## src/rtl/load_store_unit.sv

```systemverilog
// load_store_unit: MEM-stage load/store initiator; byte stores are read-modify-write.
// Optional feature macro: MISALIGN_TRAP_EN (faults misaligned word accesses).
module load_store_unit #(
    parameter int ADDR_W  = 16,
    parameter int DATA_W  = 16,
    parameter int MEM_LAT = 1
) (
    input  logic              clk,
    input  logic              rst,
    input  logic              reqValid,
    output logic              reqReady,
    input  logic              reqWrite,
    input  logic              reqWord,
    input  logic              reqSigned,
    input  logic [ADDR_W-1:0] reqAddr,
    input  logic [DATA_W-1:0] reqData,
    output logic              respValid,
    output logic [DATA_W-1:0] respData,
    output logic              respErr,
    output logic              memRead,
    output logic              memWrite,
    output logic              wr_enableBW,
    output logic [ADDR_W-1:0] address,
    output logic [DATA_W-1:0] writeWord,
    output logic [7:0]        writeByte,
    input  logic [DATA_W-1:0] readData
);
    localparam int CNT_W = (MEM_LAT > 1) ? $clog2(MEM_LAT) : 1;
    localparam logic [CNT_W-1:0] LAT_RELOAD = CNT_W'(MEM_LAT - 1);

    typedef enum logic [2:0] {IDLE, RD, WR, RMW_RD, RMW_WR, DONE} state_t;

    state_t            state, state_d;
    logic [CNT_W-1:0]  cnt, cnt_d;
    logic              phase_end;
    logic              accept;
    logic              trap;
    logic              op_write, op_word, op_signed;
    logic [ADDR_W-1:0] op_addr;
    logic [DATA_W-1:0] op_data;
    logic [DATA_W-1:0] rd_word;
    logic [DATA_W-1:0] resp_data;

    function automatic logic [DATA_W-1:0] load_extend(input logic [DATA_W-1:0] rd,
                                                      input logic is_word,
                                                      input logic is_signed,
                                                      input logic hi);
        logic signed [7:0] lane;
        lane = hi ? rd[15:8] : rd[7:0];
        if (is_word)
            return rd;
        if (is_signed)
            return DATA_W'(lane);
        return DATA_W'($unsigned(lane));
    endfunction

    function automatic logic [DATA_W-1:0] rmw_merge(input logic [DATA_W-1:0] rd,
                                                    input logic [DATA_W-1:0] data,
                                                    input logic hi);
        return hi ? {data[7:0], rd[7:0]} : {rd[15:8], data[7:0]};
    endfunction

    assign phase_end = (cnt == '0);
    assign accept    = (state == IDLE) && reqValid;

    always_ff @(posedge clk) begin
        if (rst) begin
            state <= IDLE;
            cnt   <= '0;
        end else begin
            state <= state_d;
            cnt   <= cnt_d;
        end
    end

    always_comb begin
        state_d = state;
        cnt_d   = cnt;
        case (state)
            IDLE: begin
                if (reqValid) begin
                    cnt_d = LAT_RELOAD;
                    if (trap)
                        state_d = DONE;
                    else if (!reqWrite)
                        state_d = RD;
                    else if (reqWord)
                        state_d = WR;
                    else
                        state_d = RMW_RD;
                end
            end
            RD, WR, RMW_WR: begin
                if (phase_end)
                    state_d = DONE;
                else
                    cnt_d = cnt - 1'b1;
            end
            RMW_RD: begin
                if (phase_end) begin
                    state_d = RMW_WR;
                    cnt_d   = LAT_RELOAD;
                end else begin
                    cnt_d = cnt - 1'b1;
                end
            end
            DONE:    state_d = IDLE;
            default: state_d = IDLE;
        endcase
    end

    // request latch, read capture and result register
    always_ff @(posedge clk) begin
        if (rst) begin
            op_write  <= 1'b0;
            op_word   <= 1'b0;
            op_signed <= 1'b0;
            op_addr   <= '0;
            op_data   <= '0;
            rd_word   <= '0;
            resp_data <= '0;
        end else begin
            if (accept) begin
                op_write  <= reqWrite;
                op_word   <= reqWord;
                op_signed <= reqSigned;
                op_addr   <= reqAddr;
                op_data   <= reqData;
            end
            if (state == RD && phase_end)
                resp_data <= load_extend(readData, op_word, op_signed, op_addr[0]);
            if (state == RMW_RD && phase_end)
                rd_word <= readData;
            if ((state == WR || state == RMW_WR) && phase_end)
                resp_data <= '0;
            if (accept && trap)
                resp_data <= '0;
        end
    end

`ifdef MISALIGN_TRAP_EN
    logic resp_err;
    assign trap = reqWord && reqAddr[0];
    // error flag is refreshed on every entry into DONE; only a trap enters from IDLE
    always_ff @(posedge clk) begin
        if (rst)
            resp_err <= 1'b0;
        else if (state_d == DONE && state != DONE)
            resp_err <= (state == IDLE);
    end
    assign respErr = resp_err;
`else
    assign trap    = 1'b0;
    assign respErr = 1'b0;
`endif

    always_comb begin
        reqReady    = (state == IDLE);
        respValid   = (state == DONE);
        memRead     = (state == RD) || (state == RMW_RD);
        memWrite    = (state == WR) || (state == RMW_WR);
        wr_enableBW = memWrite;
        address     = {1'b0, op_addr[ADDR_W-1:1]};
        writeWord   = '0;
        if (state == WR)
            writeWord = op_data;
        else if (state == RMW_WR)
            writeWord = rmw_merge(rd_word, op_data, op_addr[0]);
    end

    assign respData  = resp_data;
    assign writeByte = writeWord[7:0];

    // op_write is kept for debug visibility of the latched request
    logic unused_ok;
    assign unused_ok = op_write;

endmodule

```

## config.mk

```make
export PLATFORM = sky130hd
export DESIGN_NAME = load_store_unit
export DESIGN_NICKNAME = d
export VERILOG_FILES = /design/src/rtl/load_store_unit.sv
export SDC_FILE = /design/constraint.sdc
export NUM_CORES = 1
export LEC_CHECK = 0
export ABC_AREA = 1
export BUFFER_PORTS_ARGS = -buffer_cell sky130_fd_sc_hd__buf_2
export CAP_MARGIN = 20
export CORE_MARGIN = 3
export CORE_UTILIZATION = 50
export DETAILED_ROUTE_END_ITERATION = 7
export PLACE_DENSITY = 0.79
export SKIP_LAST_GASP = 1
export SLEW_MARGIN = 10
export SYNTH_ARGS = -nofsm -noshare
export SYNTH_HDL_FRONTEND = slang
export SYNTH_SLANG_ARGS = --single-unit
```

## constraint.sdc

```tcl
create_clock -name clk -period 2 [get_ports clk]
set_input_delay 0.4 -clock clk [delete_from_list [all_inputs] [get_ports clk]]
set_output_delay 0.4 -clock clk [all_outputs]
set_load 0.005 [all_outputs]
```

[After elaboration in Yosys (flattened, before gate mapping)]
Cells that the tools add are included.
Storage, ports and cells
  register bits: 70
  bits of input ports: 54
  output and inout bits: 62
Cells by class
  muxes and demuxes: 24
  bitwise operators: 1
  add/sub/neg operators: 1
  reductions and logical operators: 13
  equal/unequal tests: 8
Operators with widths (count)
  two-way mux 16 bit: 7
  two-way mux 1 bit: 10
  two-way mux 3 bit: 3
  case mux 3 bit (3 select lines): 1
  two-way mux 8 bit: 1
  == test 3 x 2 -> 1 bit (second input constant): 2
  == test 3 bit (second input constant): 2
  != test 2 bit (second input constant): 3
  logical AND 1 bit: 4
  OR reduction 4 bit: 1
  == test 3 x 1 -> 1 bit (second input constant): 1
  zero test 3 bit: 1
  AND reduction 3 bit: 1
  OR reduction 3 bit: 1
  logical OR 1 bit: 2
  two-way mux 2 bit: 1
  case mux 1 bit (2 select lines): 1
  AND reduction 2 bit: 1
  nonzero test 2 bit: 1
  OR reduction 2 bit: 1
  NOT 1 bit: 1
  subtractor 1 bit (second input constant): 1

[Depth between registers and ports, before layout]
Gate-level depths: netlist (run 1).
  word-level depth: 9
  mapped depth: 8
  mapped depth without buffers: 7

[Worst setup path after synthesis (run 1)]
OpenSTA, ideal clock, no wires.
  kind: register to output
  start point: register state[2]
  end point: output writeWord[7]
  path slack: 0.352 ns
  stages on the path, launching flop included: 7
  data arrival time: 1.248 ns
  data required time: 1.600 ns
  cell sequence: dfxtp_1 inv_2 nand3_2 buf_2 buf_2 o21ai_0 buf_4
On the way
  word-level cells in the longest chain between the ends: 3
  elaborated cells on any way between the ends: 4
  classes of those cells: eq/ne (2); mux (2)
RTL lines
  from (decl): line 33  | state_t state, state_d;
  from (signal assigned): line 71  | state <= state_d;
  == test 3 bit: line 167  | else if (state == RMW_WR)
  two-way mux 16 bit: line 167
  two-way mux 16 bit (*): line 165  | if (state == WR)
  to (decl): line 24  | output logic [DATA_W-1:0] writeWord,
Every way passes the cells marked *; elsewhere a longest branch is shown, timed or not.

[Worst setup path after layout (run 1)]
  start point: register state[2]
  end point: output writeWord[6]
Same word-level chain as after synthesis.

==> Implementation_results.wiki, run 1 <==
{| class="wikitable"
! Metric !! Value
|-
| Worst VDD drop || 601.1 uV
|-
| Die width || 89.87 um
|-
| Clock latency on the worst-skew pair || 340 ps
|-
| Detailed placer's ending HPWL || 6.341 mm
|-
| Reg-to-reg critical path endpoint || op_data[4]
|-
| Clock tree skew after final layout || approximately 6.2 ps
|-
| Most area-consuming cells after synthesis || sky130_fd_sc_hd__dfxtp_1 (39%), sky130_fd_sc_hd__nand2_1 (16%), sky130_fd_sc_hd__nor2_1 (12%), sky130_fd_sc_hd__inv_1 (8.0%), sky130_fd_sc_hd__buf_4 (6.0%)
|-
| Kind of launch point of the worst setup path || register
|-
| Min-Delay Path Class || in2reg
|-
| Fraction of layout instances using a drive strength above 1 || 23.40%
|-
| Critical path fanouts, max || 20
|-
| Slew HR || 55.99%
|-
| Cells on worst reg2reg path || 7
|-
| Number of global-route vias before repair || 3,192
|-
| Antenna-violating nets left || 0
|-
| Post-synth top area cell || sky130_fd_sc_hd__dfxtp_1
|-
| Buffer levels on the longest clock path || 2
|-
| Clock period minus worst slack || roughly 1900 ps
|-
| Post-placement setup slack || 266.4 ps
|-
| Clock sinks || 69
|-
| Count of synthesis-stage warnings from yosys || 0
|-
| Design Area, Final || approximately 4200 um2
|-
| Unique masters post-synth || 24
|-
| Leading cell type in the layout, fill and taps excluded || sky130_fd_sc_hd__nand2_1
|-
| Cell count after synthesis || 554
|-
| Number of buffers inserted by post-CTS setup repair || 0
|-
| Number of cells in the finished layout apart from fillers || 734
|-
| Maximum number of pins on one net before global-route repair || 70
|-
| Flop and latch count out of synthesis || 69
|-
| Cell family with most CP delay || flip-flops
|-
| Arrival time at the worst endpoint || 1520 ps
|-
| Cell with the largest stage delay on the worst path || sky130_fd_sc_hd__dfxtp_1
|-
| Starting utilization of the core area || 53.55%
|-
| Count of vias placed by the detailed router || 3,390
|-
| CP required || 1600 ps
|-
| DP Area || 3930 um2
|-
| Average cell area after synthesis || 6.349 um2
|-
| Antenna fix cells || 0
|-
| Register-to-register path setup slack || 400 ps
|-
| Critical path, cell by cell || inv_2 -> nand3_4 -> o21ai_0 -> buf_2
|-
| Highest clock frequency the design can meet || 521.6 MHz
|-
| Crit. Startpoint || state[2]
|-
| Final RePlAce weighted congestion || 0.8483
|-
| Total count of max-transition violations in the final report || 0
|-
| Smallest setup slack after layout || 82.65 ps
|-
| Final count of hold timing violations || 0
|-
| Layout Nets || 690
|-
| Total of max-cap violations || 0
|-
| R2r startpoint || state[0]
|-
| Run status || finished, final reports clean
|-
| Commonest cells after routing, fill and taps aside || sky130_fd_sc_hd__nand2_1 (152), sky130_fd_sc_hd__buf_2 (113), sky130_fd_sc_hd__nor2_1 (108)
|-
| Endpoint class of the critical path || output port
|-
| TritonCTS clock tree || done
|-
| Die Outline Area || around 8100 um2
|-
| Total number of cells along the worst setup path || 4
|-
| Post-synthesis to final-layout area growth || 18.29%
|-
| Measured slew at the worst slew-check pin || 660.2 ps
|-
| CP Buf/Inv Count || 2
|-
| Post-placement cell count || 718
|-
| Root buffer selected by CTS || sky130_fd_sc_hd__clkbuf_8
|-
| Number of levels in the clock H-tree || 3
|-
| Top cell type's share of synthesized area || roughly two fifths
|-
| Share of the cycle needed by the critical path after routing || roughly 96%
|-
| Leakage || 2.356 nW
|-
| Number of setup violations in the final report || 0
|-
| Worst Path Class, Setup || reg2out
|-
| Critical path endpoint || writeWord[6]
|-
| Std-Cell Rows || 29
|-
| Die Span Y || ~90 um
|-
| Number of violations reported at the end of detailed-routing iteration 0 || 180
|-
| Drt pass-1 iters || 4
|-
| Count of buffers from port buffering || 113
|-
| Inserted Clock Buffers || 9
|-
| First-pass GRT wire length || between 10 and 15 mm
|-
| Aggregate routed wire length || 8.656 mm
|-
| Largest stage delay, worst path || 390 ps
|-
| Number of remaining DRC errors || 0
|-
| Overall Global Routing Usage || 21.25%
|-
| RSZ-0062 raised after global routing || yes
|-
| Power density cells || 1006 nW/um2
|-
| Post-CTS clock slew at the launch and capture registers of the worst setup and hold paths || 80 ps
|-
| Number of placed I/O pins || roughly 120
|-
| Routed length per instance || 11.79 um
|-
| Initial antenna violation count || 0
|-
| Area inside the core boundary || 6568 um2
|-
| Vias per std cell || about 4.6
|-
| GRT Residual Overflow || 0
|-
| Sequential area share after synthesis || 39.27%
|-
| Cell area after synthesis || between 3000 and 4000 um2
|}
==> cell families (layout without fill, tap and decap cells) <==
logic type             Yosys count  count (layout)  synth area share, %
and+or+nand+nor                287             287                32.98
buffers and inverters          132             218                18.11
DFF                             69              69                39.27
AOI/OAI and AO/OA               65              65                9.534
other                            1               2               0.1066
==> Yosys cell counts <==
cell type and n:
sky130_fd_sc_hd__a21oi_1 16, sky130_fd_sc_hd__and3_1 1, sky130_fd_sc_hd__buf_2 11, sky130_fd_sc_hd__buf_4 28
sky130_fd_sc_hd__buf_6 3, sky130_fd_sc_hd__clkbuf_1 9, sky130_fd_sc_hd__clkinv_1 3, sky130_fd_sc_hd__conb_1 1
sky130_fd_sc_hd__dfxtp_1 69, sky130_fd_sc_hd__inv_1 75, sky130_fd_sc_hd__inv_2 3, sky130_fd_sc_hd__nand2_1 152
sky130_fd_sc_hd__nand2_2 1, sky130_fd_sc_hd__nand2_4 1, sky130_fd_sc_hd__nand3_1 9, sky130_fd_sc_hd__nand3_2 3
sky130_fd_sc_hd__nand3b_1 7, sky130_fd_sc_hd__nand4_1 1, sky130_fd_sc_hd__nor2_1 109, sky130_fd_sc_hd__nor2_2 1
sky130_fd_sc_hd__nor2_4 1, sky130_fd_sc_hd__nor3_1 1, sky130_fd_sc_hd__o21ai_0 41, sky130_fd_sc_hd__o22ai_1 8
==> how the worst min path moves through the flow <==
stage | startpoint | endpoint | slack [ps] | cells after the start
after floorplan | respData[0] | respData[0] | 460 | 2
after global placement | respData[4] | respData[4] | 450 | 2
after detailed placement | respData[4] | respData[4] | 460 | 2
after CTS | reqData[13] | op_data[13] | 270 | 3
after global routing | reqData[15] | op_data[15] | 280 | 3
final | reqData[14] | op_data[14] | 270 | 3
==> layout make-up <==
cell class	instances	area, um2
sequential	69	1383
tap	93	116.4
inverter	81	304.0
timing repair buffer	121	625.6
fill	632	2407
clock buffer	12	165.2
clock inverter	4	53.80
multi-input combinational	354	1513
==> flip-flops by register name (all words and copies together) (netlist names) <==
| signal | count |
|---|---|
| op_signed | 1 |
| op_addr | 16 |
| respData | 16 |
| state | 3 |
| op_word | 1 |
| op_data | 16 |
| rd_word | 16 |
==> power breakdown <==
part	total, mW	switching (mW)	internal, mW
Clock	1.21	0.529	0.682
Combinational	1.28	0.803	0.474
Sequential	1.70	0.110	1.59
Total	4.19	1.44	2.74
==> worst register-to-register path, delay by kind of cell (launching register included) <==
family	cells	cell delay, ps
flip-flops	1	430
AND/OR/NAND/NOR	6	970
buffers and inverters	1	100
==> per-stage QoR <==
| step | hold slack [ps] | TNS (ps) | util (%) | power (mW) |
|---|---|---|---|---|
| finish | 274.8 | 0 | 63.35 | 4.186 |
| global route | 278.9 | -352.9 | 63.35 | 4.486 |
| CTS | 268.6 | 0 | 63.29 | 4.206 |
| detailed placement | 457.4 | 0 | 59.84 | 2.986 |
| global placement | 453.5 | 0 | 59.84 | 2.949 |
| floorplan | 457.5 | 0 | - | 2.698 |
==> metal layers <==
metal | GRT usage (%) | vias to the layer above | part of all wire (%)
li1 | - | 1806 | -
met1 | 25.03 | 1468 | 43
met2 | 36.59 | 102 | 49
met3 | 5.509 | 14 | 6.5
met4 | 9.056 | 0 | 1.6
met5 | 0 | - | 0
==> what timing repair did <==
| action | in CTS | in global routing |
|---|---|---|
| setup endpoints to repair | 18 | 25 |
| hold endpoints to repair | 0 | 0 |
| resized for setup | 1 | 5 |
| cloned | 0 | 0 |
| hold buffers | 0 | 0 |
Power figures use the tool's default switching activity.
==> run 2, diff against run 1 <==
- BUFFER_PORTS_ARGS: -buffer_cell sky130_fd_sc_hd__buf_2 -> unset
- DONT_BUFFER_PORTS: unset -> 1
- PLACE_DENSITY: 0.79 -> unset
==> run 2 against run 1 <==
Compared with the run above:
- die area unchanged
- clock-buffer cell count unchanged
- sequential share of layout area up 5.2 points
- critical path depth unchanged
- via count down 13%
- non-clock buffer count down 109
- global-route usage down 1.0 points
- combinational power down 17%
- core utilization down 8.6 points
- largest power group unchanged
==> Implementation_results.wiki, run 2 (same netlist as run 1, synthesis figures left out) <==
{| class="wikitable"
! Metric !! Value
|-
| Worst hold path stage count || 2
|-
| Post-placement cell count || 609
|-
| First-pass GRT wire length || 13.30 mm
|-
| Post-CTS clock slew at the launch and capture registers of the worst setup and hold paths || 70 ps
|-
| Kind of launch point of the worst setup path || register
|-
| Number of placed I/O pins || 116
|-
| Fraction of layout instances using a drive strength above 1 || 6.805%
|-
| Critical path fanouts, max || 12
|-
| Routed length per instance || 13.05 um
|-
| Number of remaining DRC errors || 0
|-
| Share of the cycle needed by the critical path after routing || approximately 95%
|-
| Initial antenna violation count || 0
|-
| Final count of hold timing violations || 0
|-
| GRT Residual Overflow || 0
|-
| Detailed placer's ending HPWL || 5.955 mm
|-
| Clock latency on the worst-skew pair || 340 ps
|-
| Maximum number of pins on one net before global-route repair || 43
|-
| Hold-fix buffers, CTS || 0
|-
| Antenna fix cells || 0
|-
| Power density cells || 1061 nW/um2
|-
| Worst VDD drop || 511.9 uV
|-
| Endpoint class of the critical path || output port
|-
| R2r startpoint || state[2]
|-
| Number of levels in the clock H-tree || 3
|-
| Measured slew at the worst slew-check pin || 493.6 ps
|-
| Inserted Clock Buffers || 9
|-
| Vias per std cell || 4.727
|-
| Antenna-violating nets left || 0
|-
| Leakage || approximately 1.8 nW
|-
| Die Outline Area || 8077 um2
|-
| Die Span Y || 89.87 um
|-
| Leading cell type in the layout, fill and taps excluded || sky130_fd_sc_hd__nand2_1
|-
| Clock period minus worst slack || 1894 ps
|-
| TritonCTS clock tree || done
|-
| Layout Nets || 581
|-
| Cells on worst reg2reg path || 7
|-
| Min-Delay Path Class || in2reg
|-
| Post-synthesis to final-layout area growth || 2.135%
|-
| Commonest cells after routing, fill and taps aside || sky130_fd_sc_hd__nand2_1 (152), sky130_fd_sc_hd__nor2_1 (109), sky130_fd_sc_hd__inv_1 (74)
|-
| Total count of max-transition violations in the final report || 0
|-
| Count of vias placed by the detailed router || 2,940
|-
| Largest stage delay, worst path || 380 ps
|-
| Overall Global Routing Usage || a little over 20%
|-
| Final TNS setup || 0 ps
|-
| Run status || finished, final reports clean
|-
| Arrival time at the worst endpoint || 1490 ps
|-
| Die width || 89.87 um
|-
| Area inside the core boundary || roughly 6600 um2
|-
| Clock tree skew after final layout || around 5 ps
|-
| Number of violations reported at the end of detailed-routing iteration 0 || about 110
|-
| Critical path, cell by cell || inv_2 -> nand3_2 -> buf_4 -> o22ai_1
|-
| Highest clock frequency the design can meet || 528.0 MHz
|-
| Final RePlAce weighted congestion || 0.8545
|-
| CP required || 1600 ps
|-
| Register-to-register path setup slack || roughly 430 ps
|-
| Cell with the largest stage delay on the worst path || sky130_fd_sc_hd__dfxtp_1
|-
| Reg-to-reg critical path endpoint || respData[8]
|-
| Total of max-cap violations || 0
|-
| Number of cells in the finished layout apart from fillers || 622
|-
| Worst min-delay path startpoint || reqWrite
|-
| Std-Cell Rows || 29
|-
| Worst Path Class, Setup || reg2out
|-
| Slew HR || ~67%
|-
| Aggregate routed wire length || just over 8 mm
|-
| Number of global-route vias before repair || between 2,000 and 3,000
|-
| Clock sinks || 69
|-
| RSZ-0062 raised after global routing || no
|-
| Drt pass-1 iters || 4
|-
| Buffer levels on the longest clock path || 2
|-
| Starting utilization of the core area || 53.55%
|-
| Hold Path End || state[1]
|-
| Count of buffers from port buffering || 0
|-
| Root buffer selected by CTS || sky130_fd_sc_hd__clkbuf_8
|-
| Number of setup violations in the final report || 0
|}
==> run 2: worst max path at each step <==
stage | from | cells after the start | end | slack, ps
after global routing | state[1] | 6 | writeWord[7] | 20
after floorplan | state[2] | 6 | writeWord[7] | 350
after detailed placement | state[1] | 6 | writeByte[7] | 450
after CTS | state[1] | 6 | writeByte[7] | 70
after global placement | state[1] | 6 | writeWord[7] | 500
final | state[2] | 4 | writeWord[15] | 110
==> run 2: area by class of cell <==
class	instances	area (um2)
clock buffers	12	165.2
clock inverters	1	7.507
multi-input cells	354	1503
well taps	93	116.4
fillers	677	2975
inverters	81	304.0
repair buffers	12	115.1
flip-flops and latches	69	1381
==> run 2: worst max-delay path, delay by kind of cell (launching register included) <==
kind                   cells  cell delay (ps)
AOI/OAI and AO/OA          1              250
and+or+nand+nor            1              160
DFF                        1              380
buffers and inverters      2              370
==> run 2: layer usage <==
layer  vias up  global-route usage, %  share of wire (%)
met5         -                      0                  0
met4         0                  7.653                1.4
met3        11                  6.260                8.1
met2        81                  32.52                 45
met1      1268                  25.57                 45
li1       1580                      -                  -
==> run 2: through the flow <==
step           cell area [um2]  setup slack, ps  total power, mW  utilization, %  hold WS, ps
3_3_place_gp              3420            496.7            2.793           52.07        481.0
6_report                  3592            106.2            3.810           54.70        192.2
2_1_floorplan             3521            352.3            2.698               -        457.5
5_1_grt                   3592            16.31            4.119           54.70        185.1
4_1_cts                   3592            70.77            3.856           54.70        175.8
3_5_place_dp              3420            445.7            2.822           52.07        481.6
==> run 2: power breakdown <==
part	switching, mW	internal (mW)
logic	0.703	0.356
registers	0.140	1.59
clock network	0.492	0.532
total	1.33	2.48
==> run 2: what timing repair did <==
action                     in CTS  in global routing
resized for setup               0                  1
buffers inserted                0                  0
setup endpoints to repair       0                  2
